==> config.mk <==
export PLATFORM = sky130hd
export DESIGN_NAME = posit_result_packer
export DESIGN_NICKNAME = d
export VERILOG_FILES = /design/src/rtl/common.sv /design/src/rtl/posit_field_encoder.sv /design/src/rtl/posit_result_packer.sv
export SDC_FILE = /design/constraint.sdc
export NUM_CORES = 1
export LEC_CHECK = 0
export ABC_AREA = 1
export BUFFER_PORTS_ARGS = -buffer_cell sky130_fd_sc_hd__buf_2
export CAP_MARGIN = 20
export CORE_UTILIZATION = 45
export CTS_CLUSTER_DIAMETER = 80
export DETAILED_ROUTE_END_ITERATION = 10
export GPL_TIMING_DRIVEN = 0
export PLACE_DENSITY_LB_ADDON = 0.1
export SETUP_SLACK_MARGIN = 0.1
export SLEW_MARGIN = 5
export SYNTH_ARGS = -nofsm -noshare
export SYNTH_HDL_FRONTEND = slang
export SYNTH_HIERARCHICAL = 1
export SYNTH_SLANG_ARGS = --single-unit
==> constraint.sdc <==
create_clock -name clk -period 7.6 [get_ports clk]
set_input_delay 0.76 -clock clk [delete_from_list [all_inputs] [get_ports clk]]
set_output_delay 0.76 -clock clk [all_outputs]
set_load 0.05 [all_outputs]
==> src/rtl/common.sv <==
// Shared posit definitions for the add-path back end: word constants, scale limits and packer states.
package common;

    typedef enum logic {
        SIGN_POS = 1'b0,
        SIGN_NEG = 1'b1
    } sign_t;

    localparam int POSIT_W  = 8;
    localparam int POSIT_ES = 1;

    localparam logic [POSIT_W-1:0] POSIT_ZERO   = 8'h00;
    localparam logic [POSIT_W-1:0] POSIT_NAR    = 8'h80;
    localparam logic [POSIT_W-1:0] POSIT_MAXPOS = 8'h7F;
    localparam logic [POSIT_W-1:0] POSIT_MINPOS = 8'h01;

    // Internal scale is wide enough that (k << ES) + e minus seven normalisation steps never wraps.
    localparam int SCALE_W = 10;
    localparam logic signed [SCALE_W-1:0] SCALE_SAT_HI = 10'((POSIT_W - 2) << POSIT_ES);
    localparam logic signed [SCALE_W-1:0] SCALE_SAT_LO = -SCALE_SAT_HI;

    typedef enum logic [1:0] {
        IDLE = 2'd0,
        NORM = 2'd1,
        PACK = 2'd2,
        HOLD = 2'd3
    } packer_state_t;

endpackage

==> src/rtl/posit_field_encoder.sv <==
// Turns a normalised (scale, fraction) pair into the unsigned rounded posit magnitude word,
// saturating to minpos/maxpos. Built for an 8-bit posit with a 1-bit exponent field.
module posit_field_encoder
    import common::*;
(
    input  logic signed [SCALE_W-1:0] scale,
    input  logic [6:0]                frac,
    output logic [POSIT_W-1:0]        magnitude
);

    logic signed [SCALE_W-1:0] regime;
    logic [SCALE_W-1:0]        run_len;
    logic [23:0]               bits;
    logic [6:0]                word;
    logic                      guard;
    logic                      sticky;
    logic                      round_up;
    logic [7:0]                rounded;

    // Left-align regime, exponent and fraction in a wide field, then keep the top seven bits;
    // everything below the guard bit feeds the sticky so dropped exponent bits round too.
    always_comb begin
        regime  = scale >>> POSIT_ES;
        run_len = regime[SCALE_W-1] ? 10'(-regime) : 10'(regime + 10'sd1);
        if (regime[SCALE_W-1]) begin
            bits = {1'b1, scale[0], frac, 15'b0} >> run_len;
        end else begin
            bits = ~(24'hFF_FFFF >> run_len) | ({1'b0, scale[0], frac, 15'b0} >> run_len);
        end
        word     = bits[23:17];
        guard    = bits[16];
        sticky   = |bits[15:0];
        round_up = guard & (sticky | word[0]);
        rounded  = {1'b0, word} + {7'b0, round_up};

        if (scale >= SCALE_SAT_HI) begin
            magnitude = POSIT_MAXPOS;
        end else if (scale < SCALE_SAT_LO) begin
            magnitude = POSIT_MINPOS;
        end else if (rounded == POSIT_NAR) begin
            magnitude = POSIT_MAXPOS;
        end else if (rounded == POSIT_ZERO) begin
            magnitude = POSIT_MINPOS;
        end else begin
            magnitude = rounded;
        end
    end

endmodule

==> src/rtl/posit_result_packer.sv <==
// Posit add-path back end: normalises the interim mantissa one bit per cycle, then encodes,
// rounds, saturates and optionally negates into the final packed posit word.
module posit_result_packer
    import common::*;
#(
    parameter int WIDTH = POSIT_W,
    parameter int ES    = POSIT_ES
) (
    input  logic             clk,
    input  logic             rst_n,
    input  logic             in_valid,
    output logic             in_ready,
    input  logic [7:0]       mantissa_sum,
    input  logic [7:0]       interim_regime,
    input  logic [7:0]       interim_exponent,
    input  logic             negate_result,
    output logic             out_valid,
    input  logic             out_ready,
    output logic [WIDTH-1:0] out_posit
);

    packer_state_t             state_q;
    logic [7:0]                m_q;
    logic signed [SCALE_W-1:0] scale_q;
    sign_t                     neg_q;

    logic signed [SCALE_W-1:0] regime_ext;
    logic signed [SCALE_W-1:0] exponent_ext;
    logic signed [SCALE_W-1:0] scale_in;
    logic [POSIT_W-1:0]        magnitude;
    logic [WIDTH-1:0]          packed_word;

    assign in_ready  = (state_q == IDLE);
    assign out_valid = (state_q == HOLD);

    assign regime_ext   = {{2{interim_regime[7]}}, interim_regime};
    assign exponent_ext = {{2{interim_exponent[7]}}, interim_exponent};
    assign scale_in     = (regime_ext <<< ES) + exponent_ext;

    posit_field_encoder u_encoder (
        .scale     (scale_q),
        .frac      (m_q[6:0]),
        .magnitude (magnitude)
    );

    // Zero mantissa always packs to zero; the magnitude is never 0x80, so negation cannot reach NaR.
    always_comb begin
        packed_word = POSIT_ZERO;
        if (m_q != 8'd0) begin
            packed_word = (neg_q == SIGN_NEG) ? (~magnitude + 8'd1) : magnitude;
        end
    end

    always_ff @(posedge clk or negedge rst_n) begin
        if (!rst_n) begin
            state_q   <= IDLE;
            m_q       <= 8'd0;
            scale_q   <= '0;
            neg_q     <= SIGN_POS;
            out_posit <= '0;
        end else begin
            case (state_q)
                IDLE: begin
                    if (in_valid) begin
                        m_q     <= mantissa_sum;
                        scale_q <= scale_in;
                        neg_q   <= sign_t'(negate_result);
                        state_q <= NORM;
                    end
                end
                NORM: begin
                    if (m_q == 8'd0) begin
                        state_q <= PACK;
                    end else if (!m_q[7]) begin
                        m_q     <= {m_q[6:0], 1'b0};
                        scale_q <= scale_q - 10'sd1;
                    end else begin
                        state_q <= PACK;
                    end
                end
                PACK: begin
                    out_posit <= packed_word;
                    state_q   <= HOLD;
                end
                HOLD: begin
                    if (out_ready) begin
                        state_q <= IDLE;
                    end
                end
                default: state_q <= IDLE;
            endcase
        end
    end

endmodule

==> out/metrics.sh, run 1 <==
SYN_AREA_UM2=4060
SYN_NETS=708
FINAL_CELLS=815
CRITICAL_PATH_REQUIRED_NS=7.81
RSZ0062_AT_GRT='no'
PLACE_WORST_SETUP_SLACK_NS=3.10
FP.COREAREA_UM2=8720
SYNTHDOMINANTAREACELLTYPE='sky130_fd_sc_hd__nand2_1'
ARRIVAL_NS=4.78
AVGVIACOUNTPERCELL=5.27
PLACE_INST=807
TIMING.CRITICAL_PATH.MODE_CELL='sky130_fd_sc_hd__nand3_1'
WORSTSETUPSTARTPOINTTYPE='flop'
CAP_VIOL_MAX_COUNT=0
POST-SYNTH-TOP-AREA-FRACTION=0.183
CTS-BUFFERS-INSERTED=5
YS_SEQ_AREA_FRAC=0.179
FIN_CRIT_SH=0.601
CTS_SETUP_BUFFERS=0
FLOORPLAN.ROWS=34
STATUS='completed'
DRT_WL_CELL_UM=12.8
ROOT_BUFFER_MASTER='sky130_fd_sc_hd__clkbuf_8'
FIN_NETS=753
INSERTION_DELAY_NS=0.29
FINAL_CORE_UTIL=0.513
FMAXACHIEVABLE_MHz=219
TIMING.FINAL.HOLD_VIOLATIONS=0
FINALWIRELENGTH_MM=10.5
CLOCK_SINKS=29
GROUTE.USAGE.OVERALL=0.230
SYNTH.AREA.TOP_CELLS='sky130_fd_sc_hd__nand2_1, sky130_fd_sc_hd__dfrtp_1, sky130_fd_sc_hd__nand3_1, sky130_fd_sc_hd__inv_1, sky130_fd_sc_hd__nor2_1'
DIE_W_UM=97.0
TRITONCTS='yes'
HTREE_NUM_LEVELS=2
GRT_START_MAX_NET_PINS=30
CRIT_END_CATEGORY='flop'
MAX_SLEW.WORST_PIN.SLEW_NS=0.676
PATH_MAX_FANOUT=10
DRT.ANTENNA.VIOLATING_NETS=0
IO-PIN-COUNT=39
YS.WARNINGS.COUNT=6
GPL.FINAL_WEIGHTED_CONGESTION=0.931
SYNTH_SEQ_CELLS=29
DRT_DRC_VIOLATIONS_LEFT=0
FINALCLOCKSKEW_NS=0.00816
SYNTH_CELL_TYPES=48
SYNTH-ASYNC-RESET-RATIO=1.00
CRIT_PATH_MAX_DELAY_CELL_TYPE='sky130_fd_sc_hd__dfrtp_1'
CTS.REPORTEDPATHS.CLKPINSLEW_NS=0.07
CLOCKBUFFERDEPTH=2
CRITICAL-PATH-MAX-STAGE-DELAY_NS=0.48
DETAILEDROUTE.FIRSTPASSITERATIONCOUNT=4
GRT_ANTENNA_BEFORE_REPAIR=0
INITIAL_CELL_DENSITY_OF_THE_CORE=0.466
INITIAL_DRC_COUNT=245
P_R_AREA_GROWTH_VS_SYN_PCT=10.1
SETUP-TNS-FINAL_NS=0
SETUP_WS_NS=3.03
HPWLAFTERDP_MM=8.49
GLOBALROUTE.TOTALOVERFLOW=0
VIAS=4296
HOLD_PATH.CLASS='flop to flop'
GRT_PASS1_VIAS=3862
POSTSYNTHCELLCOUNT=661
N_ANTENNA_CELL=0
TIMING.SETUP.CRITICAL_PATH_CLASS='flop to flop'
DRIVE_GT1_FRAC=0.192
POST_CTS_RESIZE_COUNT=0
FINAL-SETUP-VIOL-COUNT=0
REPORT.FINAL.SLEW_VIOL_COUNT=0
SLEW_HEADROOM=0.549
PORT_BUFFERS=38
YS_DOMINANT_REG_CELL='sky130_fd_sc_hd__dfrtp_1'
NUMBER_OF_SYNTHESIZED_FLOPS_WITH_AN_ENABLE_PIN=0
CTS-HOLD-FIX-BUFFERS=0
SYN_AVG_CELL_AREA_UM2=6.15
DESIGN.DIE.AREA_UM2=9410
DIE_H_UM=97.0
GLOBAL_ROUTE_WIRE_LENGTH_BEFORE_REPAIR_MM=18.4
FIN_CRIT_NS=4.57
## layout by cell type, fill, tap and decap left out, types with 19 or more instances in the layout
cell / instances
sky130_fd_sc_hd__nand2_1: 198
sky130_fd_sc_hd__dfrtp_1: 29
sky130_fd_sc_hd__inv_1: 76
sky130_fd_sc_hd__o21ai_0: 30
sky130_fd_sc_hd__a21oi_1: 30
sky130_fd_sc_hd__nor2_1: 59
sky130_fd_sc_hd__buf_2: 42
sky130_fd_sc_hd__nand2_2: 20
sky130_fd_sc_hd__nand4_1: 19
sky130_fd_sc_hd__nand3_1: 74
## per-layer routing
metal / track usage / up-vias / routed length (um)
li1: - / 2250 / -
met5: 0 / - / 0
met3: 0.0166 / 14 / 401
met2: 0.370 / 112 / 4710
met4: 0.0551 / 0 / 137
met1: 0.335 / 1920 / 5210
## critical path: cells and delay by family, from the launching register on
kind | cells | cell delay, ns
and+or+nand+nor | 15 | 1.70
buffers and inverters | 6 | 1.08
adders and majority gates | 3 | 0.67
AOI/OAI and AO/OA | 3 | 0.54
DFF | 1 | 0.48
## through the flow
| stage | instance area, um2 | hold slack [ns] |
|---|---|---|
| floorplan | 4060 | 0.464 |
| global placement | 4390 | 0.467 |
| detailed placement | 4390 | 0.472 |
| CTS | 4480 | 0.490 |
| global route | 4480 | 0.520 |
| finish | 4480 | 0.483 |
## synth_stat cells, types with 3 or more instances
| cell | instances |
|---|---|
| sky130_fd_sc_hd__nand2_1 | 198 |
| sky130_fd_sc_hd__inv_1 | 76 |
| sky130_fd_sc_hd__nand3_1 | 74 |
| sky130_fd_sc_hd__nor2_1 | 59 |
| sky130_fd_sc_hd__a21oi_1 | 30 |
| sky130_fd_sc_hd__o21ai_0 | 30 |
| sky130_fd_sc_hd__dfrtp_1 | 29 |
| sky130_fd_sc_hd__nand2_2 | 20 |
| sky130_fd_sc_hd__nand4_1 | 19 |
| sky130_fd_sc_hd__ha_1 | 17 |
| sky130_fd_sc_hd__o21ai_2 | 12 |
| sky130_fd_sc_hd__inv_2 | 7 |
| sky130_fd_sc_hd__nand4_2 | 6 |
| sky130_fd_sc_hd__clkbuf_1 | 5 |
| sky130_fd_sc_hd__nand2_4 | 5 |
| sky130_fd_sc_hd__nor2_2 | 5 |
| sky130_fd_sc_hd__buf_2 | 4 |
| sky130_fd_sc_hd__nand3_2 | 4 |
| sky130_fd_sc_hd__nand3b_1 | 4 |
| sky130_fd_sc_hd__nor2_4 | 4 |
| sky130_fd_sc_hd__or2_2 | 4 |
| sky130_fd_sc_hd__a22o_1 | 3 |
| sky130_fd_sc_hd__buf_4 | 3 |
| sky130_fd_sc_hd__buf_6 | 3 |
| sky130_fd_sc_hd__nor3_1 | 3 |
| sky130_fd_sc_hd__o21bai_1 | 3 |
| sky130_fd_sc_hd__xor2_1 | 3 |
## path summary, 6_finish.rpt
path	from	to	slack, ns	cells after the start
min in group asynchronous	rst_n	out_posit[0]	0.50	1
min reg2reg	out_posit[6]	out_posit[6]	0.48	2
max	scale_q[1]	out_posit[6]	3.03	27
min	out_posit[6]	out_posit[6]	0.48	2
max reg2reg	scale_q[1]	out_posit[6]	3.03	27
max in group asynchronous	rst_n	scale_q[1]	6.65	1
## sequential cells by signal, summed over array words and instances (netlist names)
register   cells
scale_q       10
neg_q          1
out_posit      8
state_q        2
m_q            8
## area by class of cell
class / instances / area, um2
Fill cell: 892 / 4250
Multi-Input combinational cell: 528 / 2880
Sequential cell: 29 / 726
Inverter: 85 / 319
Timing Repair Buffer: 38 / 190
Buffer: 19 / 138
Tap cell: 108 / 135
Clock buffer: 5 / 68.8
Clock inverter: 3 / 17.5
## cells by family after synthesis
logic type	synth area share
and+or+nand+nor	0.490
buffers and inverters	0.112
xor gates and xnor gates	0.0145
muxes	0.00277
adders and majority gates	0.0573
AOI/OAI and AO/OA	0.145
DFF	0.179
Power of run 1 is not shown: default switching activity piles up to over one toggle a cycle in this logic, so the estimate is an artifact.
==> run 2, diff against run 1 <==
--- a/config.mk
+++ b/config.mk
@@ -5,7 +5,7 @@
 export SDC_FILE = /design/constraint.sdc
 export NUM_CORES = 1
 export LEC_CHECK = 0
-export ABC_AREA = 1
+export ABC_AREA = 0
 export BUFFER_PORTS_ARGS = -buffer_cell sky130_fd_sc_hd__buf_2
 export CAP_MARGIN = 20
 export CORE_UTILIZATION = 45
==> constraint.sdc (replaced) <==
create_clock -name clk -period 3.67 [get_ports clk]
set_input_delay 0.367 -clock clk [delete_from_list [all_inputs] [get_ports clk]]
set_output_delay 0.367 -clock clk [all_outputs]
set_load 0.05 [all_outputs]
==> run 2 against run 1 <==
Compared with the run above: the flow now finishes with violations (negative setup slack); register-to-register slack got worse by 3.6 ns; highest routed layer unchanged; setup slack got worse by 3.6 ns; critical path depth shrank 5; flip-flop and latch count unchanged; final cell count is 18% lower; cell area rose by 16%; die area down 7.3%; sequential share of layout area shrank 2.0 points; synthesized area down 7.5%; clock-buffer cell count unchanged; global-route usage increased by 4.6 points; clock skew barely moved.
==> out/metrics.sh, run 2 <==
ROOT_BUFFER_MASTER='sky130_fd_sc_hd__clkbuf_8'
GPL.FINAL_WEIGHTED_CONGESTION=0.926  # -0.52%
CRITICAL-PATH-MAX-STAGE-DELAY_NS=0.43  # -0.05 ns
INITIAL_CELL_DENSITY_OF_THE_CORE=0.477  # +0.0107
FIN_CRIT_NS=4.27  # -0.297 ns
GRT_ANTENNA_BEFORE_REPAIR=0  # unchanged
FINALWIRELENGTH_MM=12.0  # +15%
FINAL-SETUP-VIOL-COUNT=8  # +8
INSERTION_DELAY_NS=0.29  # about the same
FIN_NETS=610  # -19%
POST-SYNTH-TOP-AREA-FRACTION=0.193  # +0.0101
PORT_BUFFERS=38  # unchanged
VIOLATIONS='negative setup slack'
GLOBALROUTEMET1UTIL=0.377  # +0.0420
GLOBAL_ROUTE_WIRE_LENGTH_BEFORE_REPAIR_MM=19.2  # +4.7%
CRIT_PATH_MAX_DELAY_CELL_TYPE='sky130_fd_sc_hd__dfrtp_2'
GRT_MOST_USED_LAYER='met2'
FIN_CRIT_SH=1.16  # +0.563
SYNTH_COMMONEST_CELLS='sky130_fd_sc_hd__nor2_1, sky130_fd_sc_hd__nand2_1, sky130_fd_sc_hd__a21oi_1, sky130_fd_sc_hd__dfrtp_1, sky130_fd_sc_hd__inv_1'
FINALCLOCKSKEW_NS=0.00772  # -0.000443 ns
DIE_H_UM=93.4  # -3.7%
GRT_PASS1_VIAS=3912  # +1.3%
USE_MET3=0.0382  # +0.0216
P_R_AREA_GROWTH_VS_SYN_PCT=37.7
DRT_WL_CELL_UM=18.0  # +40%
SYNTH_CELL_TYPES=94  # +96%
TIMING.CRITICAL_PATH.MODE_CELL='sky130_fd_sc_hd__buf_6'
SLEW_HEADROOM=0.305  # -0.244
FLOORPLAN.ROWS=32  # -5.9%
GROUTE.USAGE.OVERALL=0.276  # +0.0456
GLOBALROUTE.TOTALOVERFLOW=0  # unchanged
STATUS='complete, but fails checks'
DETAILEDROUTE.FIRSTPASSITERATIONCOUNT=5  # +1
SYN_AVG_CELL_AREA_UM2=7.93  # +29%
DRT.ANTENNA.VIOLATING_NETS=0  # unchanged
DIE_W_UM=93.4  # -3.7%
PLACED_CELL_AREA_UM2=4210  # -4.1%
SYN_AREA_UM2=3760  # -7.5%
CTS-BUFFERS-INSERTED=5  # unchanged
LARGEST_REGISTERS='scale_q x10, m_q x8, out_posit x8'
VIAS=4187  # -2.5%
SYNTH-ASYNC-RESET-RATIO=1.00  # unchanged
AVGVIACOUNTPERCELL=6.29  # +19%
CLOCK_SINKS=29  # unchanged
YS.WARNINGS.COUNT=6  # unchanged
DRT_DRC_VIOLATIONS_LEFT=0  # unchanged
IO-PIN-COUNT=39  # unchanged
GRT_START_MAX_NET_PINS=30  # unchanged
HTREE_NUM_LEVELS=2  # unchanged
CTS-HOLD-FIX-BUFFERS=0  # unchanged
HPWLAFTERDP_MM=8.06  # -5.0%
YS_DOMINANT_REG_CELL='sky130_fd_sc_hd__dfrtp_1'
SYN_NETS=521  # -26%
MAX_SLEW.WORST_PIN.SLEW_NS=1.04  # +0.362 ns
CRIT_END_CATEGORY='flop'
MOST_COMMON_CELL_AFTER_LAYOUT_FILL_AND_TAPS_ASIDE='sky130_fd_sc_hd__buf_2'
TIMING.SETUP.CRITICAL_PATH_CLASS='flop to flop'
CTS.REPORTEDPATHS.CLKPINSLEW_NS=0.07  # about the same
SYNTH.AREA.TOP_CELLS='sky130_fd_sc_hd__dfrtp_1, sky130_fd_sc_hd__ha_1, sky130_fd_sc_hd__a21oi_1, sky130_fd_sc_hd__nor2_1, sky130_fd_sc_hd__nand2_1'
POST-SYNTH-TOP-COUNT-CELL='sky130_fd_sc_hd__nor2_1'
N_ANTENNA_CELL=0  # unchanged
SETUP_WS_NS=-0.600  # -3.63 ns
HOLD_PATH.CLASS='primary input to asynchronous set/reset pin'
TRITONCTS='yes'
FINAL_CORE_UTIL=0.656  # +0.143
INITIAL_DRC_COUNT=246  # +0.41%
DRIVE_GT1_FRAC=0.362  # +0.169
TIMING.FINAL.HOLD_VIOLATIONS=0  # unchanged
DESIGN.DIE.AREA_UM2=8720  # -7.3%
GROUTE.LAYER.MET2.USAGE=0.430  # +0.0595
POSTSYNTHCELLCOUNT=474  # -28%
NUM-FILL-CELLS=670  # -25%
RSZ0062_AT_GRT='yes'
REPORT.FINAL.SLEW_VIOL_COUNT=0  # unchanged
FMAXACHIEVABLE_MHz=234  # +7.0%
SYNTHDOMINANTAREACELLTYPE='sky130_fd_sc_hd__dfrtp_1'
ARRIVAL_NS=4.42  # -0.36 ns
CAP_VIOL_MAX_COUNT=0  # unchanged
CRITICAL_PATH_REQUIRED_NS=3.82  # -3.99 ns
SYNTH_SEQ_CELLS=29  # unchanged
FINALINSTANCEAREA_UM2=5180  # +16%
WORSTSETUPSTARTPOINTTYPE='flop'
YS_SEQ_AREA_FRAC=0.193  # +0.0144
REGISTERS.TOP_BY_FF_COUNT='scale_q'
MOST-COMMON-LAYOUT-CELLS='sky130_fd_sc_hd__buf_2, sky130_fd_sc_hd__buf_4, sky130_fd_sc_hd__nor2_1'
NUMBER_OF_SYNTHESIZED_FLOPS_WITH_AN_ENABLE_PIN=0  # unchanged
CLOCKBUFFERDEPTH=2  # unchanged
PATH_MAX_FANOUT=7  # -3
FP.COREAREA_UM2=7890  # -9.6%
PATH_CELLS='buf_6 > buf_6 > buf_6 > nor3_4 > a21oi_2 > a211o_1 > a32oi_2 > buf_6 > nand4_1 > a22o_1 > nor2_4 > ha_4 > nor3b_4 > a41oi_4 > buf_12 > nand3_4 > inv_4 > ha_4 > nand2_4 > nand2_4 > xor2_2 > o22ai_1'
LARGEST_REGISTER_FFS=10  # unchanged
==> run 2: cells by family (layout without fill, tap and decap cells) <==
logic type,count (synthesis),count (layout),synth area share
XOR/XNOR,19,19,0.0483
adder cells (fa/ha/maj),18,18,0.0619
flip-flops,29,29,0.193
buffers and inverters,60,150,0.0752
AND/OR/NAND/NOR,164,164,0.246
AO/OA/AOI/OAI,168,168,0.327
multiplexers,16,16,0.0486
==> run 2: worst paths after layout <==
check	startpoint	to	slack (ns)	cells after the start
max in group asynchronous	rst_n	scale_q[2]	3.06	1
min in group clk	negate_result	neg_q	0.31	2
setup reg to reg	scale_q[1]	out_posit[4]	-0.60	22
hold reg to reg	out_posit[5]	out_posit[5]	0.53	2
setup / recovery	scale_q[1]	out_posit[4]	-0.60	22
hold / removal	rst_n	scale_q[5]	0.12	1
==> run 2: metrics by stage <==
stage	cells	TNS [ns]	setup WS [ns]	hold slack [ns]
after CTS	652	-2.22	-0.379	0.143
final	666	-4.00	-0.600	0.120
after detailed placement	614	-4.86	-0.847	0.456
after floorplan	474	-0.528	-0.135	0.0714
after global placement	614	-5.05	-0.861	0.454
after global routing	666	-5.30	-0.771	0.173
==> run 2: repair_timing <==
item	CTS	global route
buffers inserted	31	16
resized for setup	46	52
setup endpoints to repair	8	8
pin swaps	22	35
==> run 2: worst max-delay path: cells and delay by family, from the launching register on <==
family / cells / cell delay, ns
compound gates: 6 / 1.28
xor+xnor: 1 / 0.19
fa+ha+maj: 2 / 0.40
buf+inv: 6 / 0.82
flops: 1 / 0.43
simple gates: 7 / 1.01
==> run 2: layer usage <==
layer,share of wire,up-vias
li1,-,1994
met1,0.45,1968
met2,0.46,182
met3,0.062,43
met4,0.034,0
met5,0,-
==> run 2: area by class of cell <==
| class | count | area (um2) | share of cell area |
|---|---|---|---|
| timing repair buffer | 83 | 603 | 0.117 |
| multi-input combinational | 385 | 3230 | 0.624 |
| sequential | 29 | 734 | 0.142 |
| clock inverter | 3 | 46.3 | 0.00894 |
| tap | 102 | 128 | 0.0247 |
| clock buffer | 5 | 68.8 | 0.0133 |
| buffer | 29 | 235 | 0.0454 |
| inverter | 30 | 130 | 0.0251 |
Power of run 2 is left out for the same reason.
==> run 3, diff against run 2 <==
--- a/config.mk
+++ b/config.mk
@@ -17,5 +17,4 @@
 export SLEW_MARGIN = 5
 export SYNTH_ARGS = -nofsm -noshare
 export SYNTH_HDL_FRONTEND = slang
-export SYNTH_HIERARCHICAL = 1
 export SYNTH_SLANG_ARGS = --single-unit
==> run 3 against run 2 <==
Compared with the run above: the run still ends with negative setup slack left; largest cell class unchanged; core utilization is 7.1 points lower; wire length is 13% lower; clock skew hardly changed; critical path depth is 4 lower; synthesized cell count is 5.3% lower; cell area is 17% lower; worst hold slack better by 0.0081 ns; first-iteration DRC count is 52% higher; synthesized area is 7.4% lower; sequential share of layout area is 2.6 points higher.
==> out/metrics.sh, run 3 <==
FIN_CRIT_SH=1.17  # +0.00918
CRIT_BUF_INV=5  # -1
VIOLATIONS='negative setup slack'
INSERTION_DELAY_NS=0.28  # about the same
FINALWIRELENGTH_MM=10.4  # -13%
CLOCK_SINKS=29  # unchanged
ARRIVAL_NS=4.46  # +0.04 ns
INITIAL_CELL_DENSITY_OF_THE_CORE=0.472  # -0.00419
FINALINSTANCEAREA_UM2=4310  # -17%
PATH_MAX_FANOUT=8  # +1
LARGEST_REGISTER_FFS=10  # unchanged
HOLD_PATH.CLASS='primary input to asynchronous set/reset pin'
SYNTH_COMMONEST_CELLS='sky130_fd_sc_hd__a21oi_1, sky130_fd_sc_hd__nand2_1, sky130_fd_sc_hd__nor2_1, sky130_fd_sc_hd__dfrtp_1, sky130_fd_sc_hd__o21ai_0'
MAX_SLEW.WORST_PIN.SLEW_NS=1.01  # -0.0241 ns
REPORT.FINAL.SLEW_VIOL_COUNT=0  # unchanged
WORSTSETUPSTARTPOINTTYPE='flop'
RSZ0062_AT_GRT='yes'
REGISTERS.TOP_BY_FF_COUNT='scale_q'
SYN_AREA_UM2=3480  # -7.4%
USE_MET3=0.0203  # -0.0179
NUMBER_OF_SYNTHESIZED_FLOPS_WITH_AN_ENABLE_PIN=0  # unchanged
MULTI_INPUT_AREA_UM2=2720  # -16%
HTREE_NUM_LEVELS=2  # unchanged
CAP_VIOL_MAX_COUNT=0  # unchanged
YS_DOMINANT_REG_CELL='sky130_fd_sc_hd__dfrtp_1'
P_R_AREA_GROWTH_VS_SYN_PCT=23.9
DESIGN.DIE.AREA_UM2=8090  # -7.2%
ROOT_BUFFER_MASTER='sky130_fd_sc_hd__clkbuf_8'
AVGVIACOUNTPERCELL=6.13  # -2.4%
CRIT_END_CATEGORY='flop'
TIMING.FINAL.HOLD_VIOLATIONS=0  # unchanged
PATH_CELLS='buf_6 > clkbuf_16 > inv_12 > ha_4 > or4b_4 > a21oi_2 > o211ai_1 > or4_4 > buf_8 > a311oi_4 > o32ai_4 > buf_4 > a2111o_1 > and2_4 > o2111ai_4 > nand3_1 > nor3b_1 > mux2_4'
YS.WARNINGS.COUNT=0  # -6
FINALCLOCKSKEW_NS=0.00728  # -0.000441 ns
FINAL-SETUP-VIOL-COUNT=8  # unchanged
GPL.FINAL_WEIGHTED_CONGESTION=0.918  # -0.81%
CRITICAL-PATH-MAX-STAGE-DELAY_NS=0.46  # +0.03 ns
SYNTHDOMINANTAREACELLTYPE='sky130_fd_sc_hd__dfrtp_1'
CTS-BUFFERS-INSERTED=5  # unchanged
FP.COREAREA_UM2=7370  # -6.6%
GRT_PASS1_VIAS=3511  # -10%
YS_SEQ_AREA_FRAC=0.208  # +0.0154
N_ANTENNA_CELL=0  # unchanged
PORT_BUFFERS=38  # unchanged
CTS-HOLD-FIX-BUFFERS=0  # unchanged
TIMING.SETUP.CRITICAL_PATH_CLASS='flop to flop'
TIMING.CRITICAL_PATH.DEPTH=18  # -18%
DRT_WL_CELL_UM=16.9  # -6.1%
SYNTH_SEQ_CELLS=29  # unchanged
POSTSYNTHCELLCOUNT=449  # -5.3%
GRT_ANTENNA_BEFORE_REPAIR=0  # unchanged
GLOBALROUTEMET1UTIL=0.372  # -0.00550
FMAXACHIEVABLE_MHz=232  # -0.78%
FIN_NETS=564  # -7.5%
SETUP_WS_NS=-0.633  # -0.0337 ns
DETAILEDROUTE.FIRSTPASSITERATIONCOUNT=4  # -1
GLOBALROUTE.TOTALOVERFLOW=0  # unchanged
SYNTH.AREA.TOP_CELLS='sky130_fd_sc_hd__dfrtp_1, sky130_fd_sc_hd__ha_1, sky130_fd_sc_hd__a21oi_1, sky130_fd_sc_hd__nand2_1, sky130_fd_sc_hd__o21ai_0'
GRT_START_MAX_NET_PINS=30  # unchanged
GLOBAL_ROUTE_WIRE_LENGTH_BEFORE_REPAIR_MM=17.1  # -11%
INITIAL_DRC_COUNT=374  # +52%
FIN_CRIT_NS=4.30  # +0.0337 ns
SYN_NETS=496  # -4.8%
SYN_AVG_CELL_AREA_UM2=7.76  # -2.2%
VIAS=3784  # -9.6%
SYNTH_CELL_TYPES=81  # -14%
CRIT_PATH_MAX_DELAY_CELL_TYPE='sky130_fd_sc_hd__or4b_4'
POST-SYNTH-TOP-AREA-FRACTION=0.208  # +0.0154
DIE_W_UM=90.0  # -3.7%
FLOORPLAN.ROWS=31  # -3.1%
FINAL_CORE_UTIL=0.585  # -0.0709
WORST_R2R_PATH_DEPTH=18  # -18%
DRT_DRC_VIOLATIONS_LEFT=0  # unchanged
MOST-COMMON-LAYOUT-CELLS='sky130_fd_sc_hd__buf_2, sky130_fd_sc_hd__a21oi_1, sky130_fd_sc_hd__nand2_1'
SYNTH-ASYNC-RESET-RATIO=1.00  # unchanged
PLACED_CELL_AREA_UM2=3860  # -8.3%
GROUTE.LAYER.MET2.USAGE=0.399  # -0.0302
CP_TOP_FAMILY='simple AND/OR/NAND/NOR gates'
GROUTE.USAGE.OVERALL=0.255  # -0.0208
IO-PIN-COUNT=39  # unchanged
CTS.REPORTEDPATHS.CLKPINSLEW_NS=0.07  # about the same
DIE_H_UM=90.0  # -3.7%
DRT.ANTENNA.VIOLATING_NETS=0  # unchanged
SLEW_HEADROOM=0.320  # +0.0146
CLOCKBUFFERDEPTH=2  # unchanged
NUM-FILL-CELLS=703  # +4.9%
POST-SYNTH-TOP-COUNT-CELL='sky130_fd_sc_hd__a21oi_1'
CRITICAL_PATH_REQUIRED_NS=3.83  # about the same
STATUS='complete, but fails checks'
GRT_MOST_USED_LAYER='met2'
SEQ_AREA_UM2=726  # -1.2%
MOST_COMMON_CELL_AFTER_LAYOUT_FILL_AND_TAPS_ASIDE='sky130_fd_sc_hd__buf_2'
TRITONCTS='yes'
LARGEST_REGISTERS='scale_q x10, m_q x8, out_posit x8'
HPWLAFTERDP_MM=7.35  # -8.8%
SETUP-TNS-FINAL_NS=-3.75  # +0.253 ns
PLACE_WORST_SETUP_SLACK_NS=-1.22  # -0.375 ns
DRIVE_GT1_FRAC=0.261  # -0.101
run 3: metrics by stage:
stage / hold slack (ns) / instances
after floorplan: 0.0714 / 449
after global placement: 0.437 / 586
after detailed placement: 0.448 / 586
after CTS: 0.148 / 608
after global routing: 0.178 / 617
final: 0.128 / 617
run 3: kinds of logic (layout without fill, tap and decap cells):
family | after synthesis | count (layout) | synth area share
and+or+nand+nor | 145 | 145 | 0.217
DFF | 29 | 29 | 0.208
adders and majority gates | 18 | 18 | 0.0668
xor gates and xnor gates | 16 | 16 | 0.0499
muxes | 10 | 10 | 0.0381
buffers and inverters | 57 | 126 | 0.0697
AOI/OAI and AO/OA | 174 | 174 | 0.350
run 3: timing repair:
item / 4_1_cts / 5_1_grt
pin swaps: 11 / 4
resized for setup: 9 / 31
endpoints found under the setup margin: 8 / 8
buffers inserted: 14 / 9
run 3: path summary, 6_finish.rpt:
| kind | start | to | slack [ns] |
|---|---|---|---|
| min | rst_n | scale_q[5] | 0.13 |
| min in group clk | mantissa_sum[7] | m_q[7] | 0.33 |
| max | scale_q[1] | out_posit[3] | -0.63 |
| max reg2reg | scale_q[1] | out_posit[3] | -0.63 |
| max in group asynchronous | rst_n | out_posit[1] | 3.10 |
| min reg2reg | out_posit[1] | out_posit[1] | 0.48 |
run 3: cell type report:
cell class	count	area share
Tap cell	99	0.0287
Timing Repair Buffer	61	0.0858
Clock buffer	6	0.0168
Multi-Input combinational cell	363	0.631
Inverter	25	0.0247
Buffer	32	0.0423
Sequential cell	29	0.168
Clock inverter	2	0.00232
run 3: per-layer routing:
layer / routed length, um / vias up
li1: - / 1836
met1: 5010 / 1778
met3: 534 / 20
met4: 249 / 0
met5: 0 / -
met2: 4630 / 150
Power of run 3 is left out for the same reason.
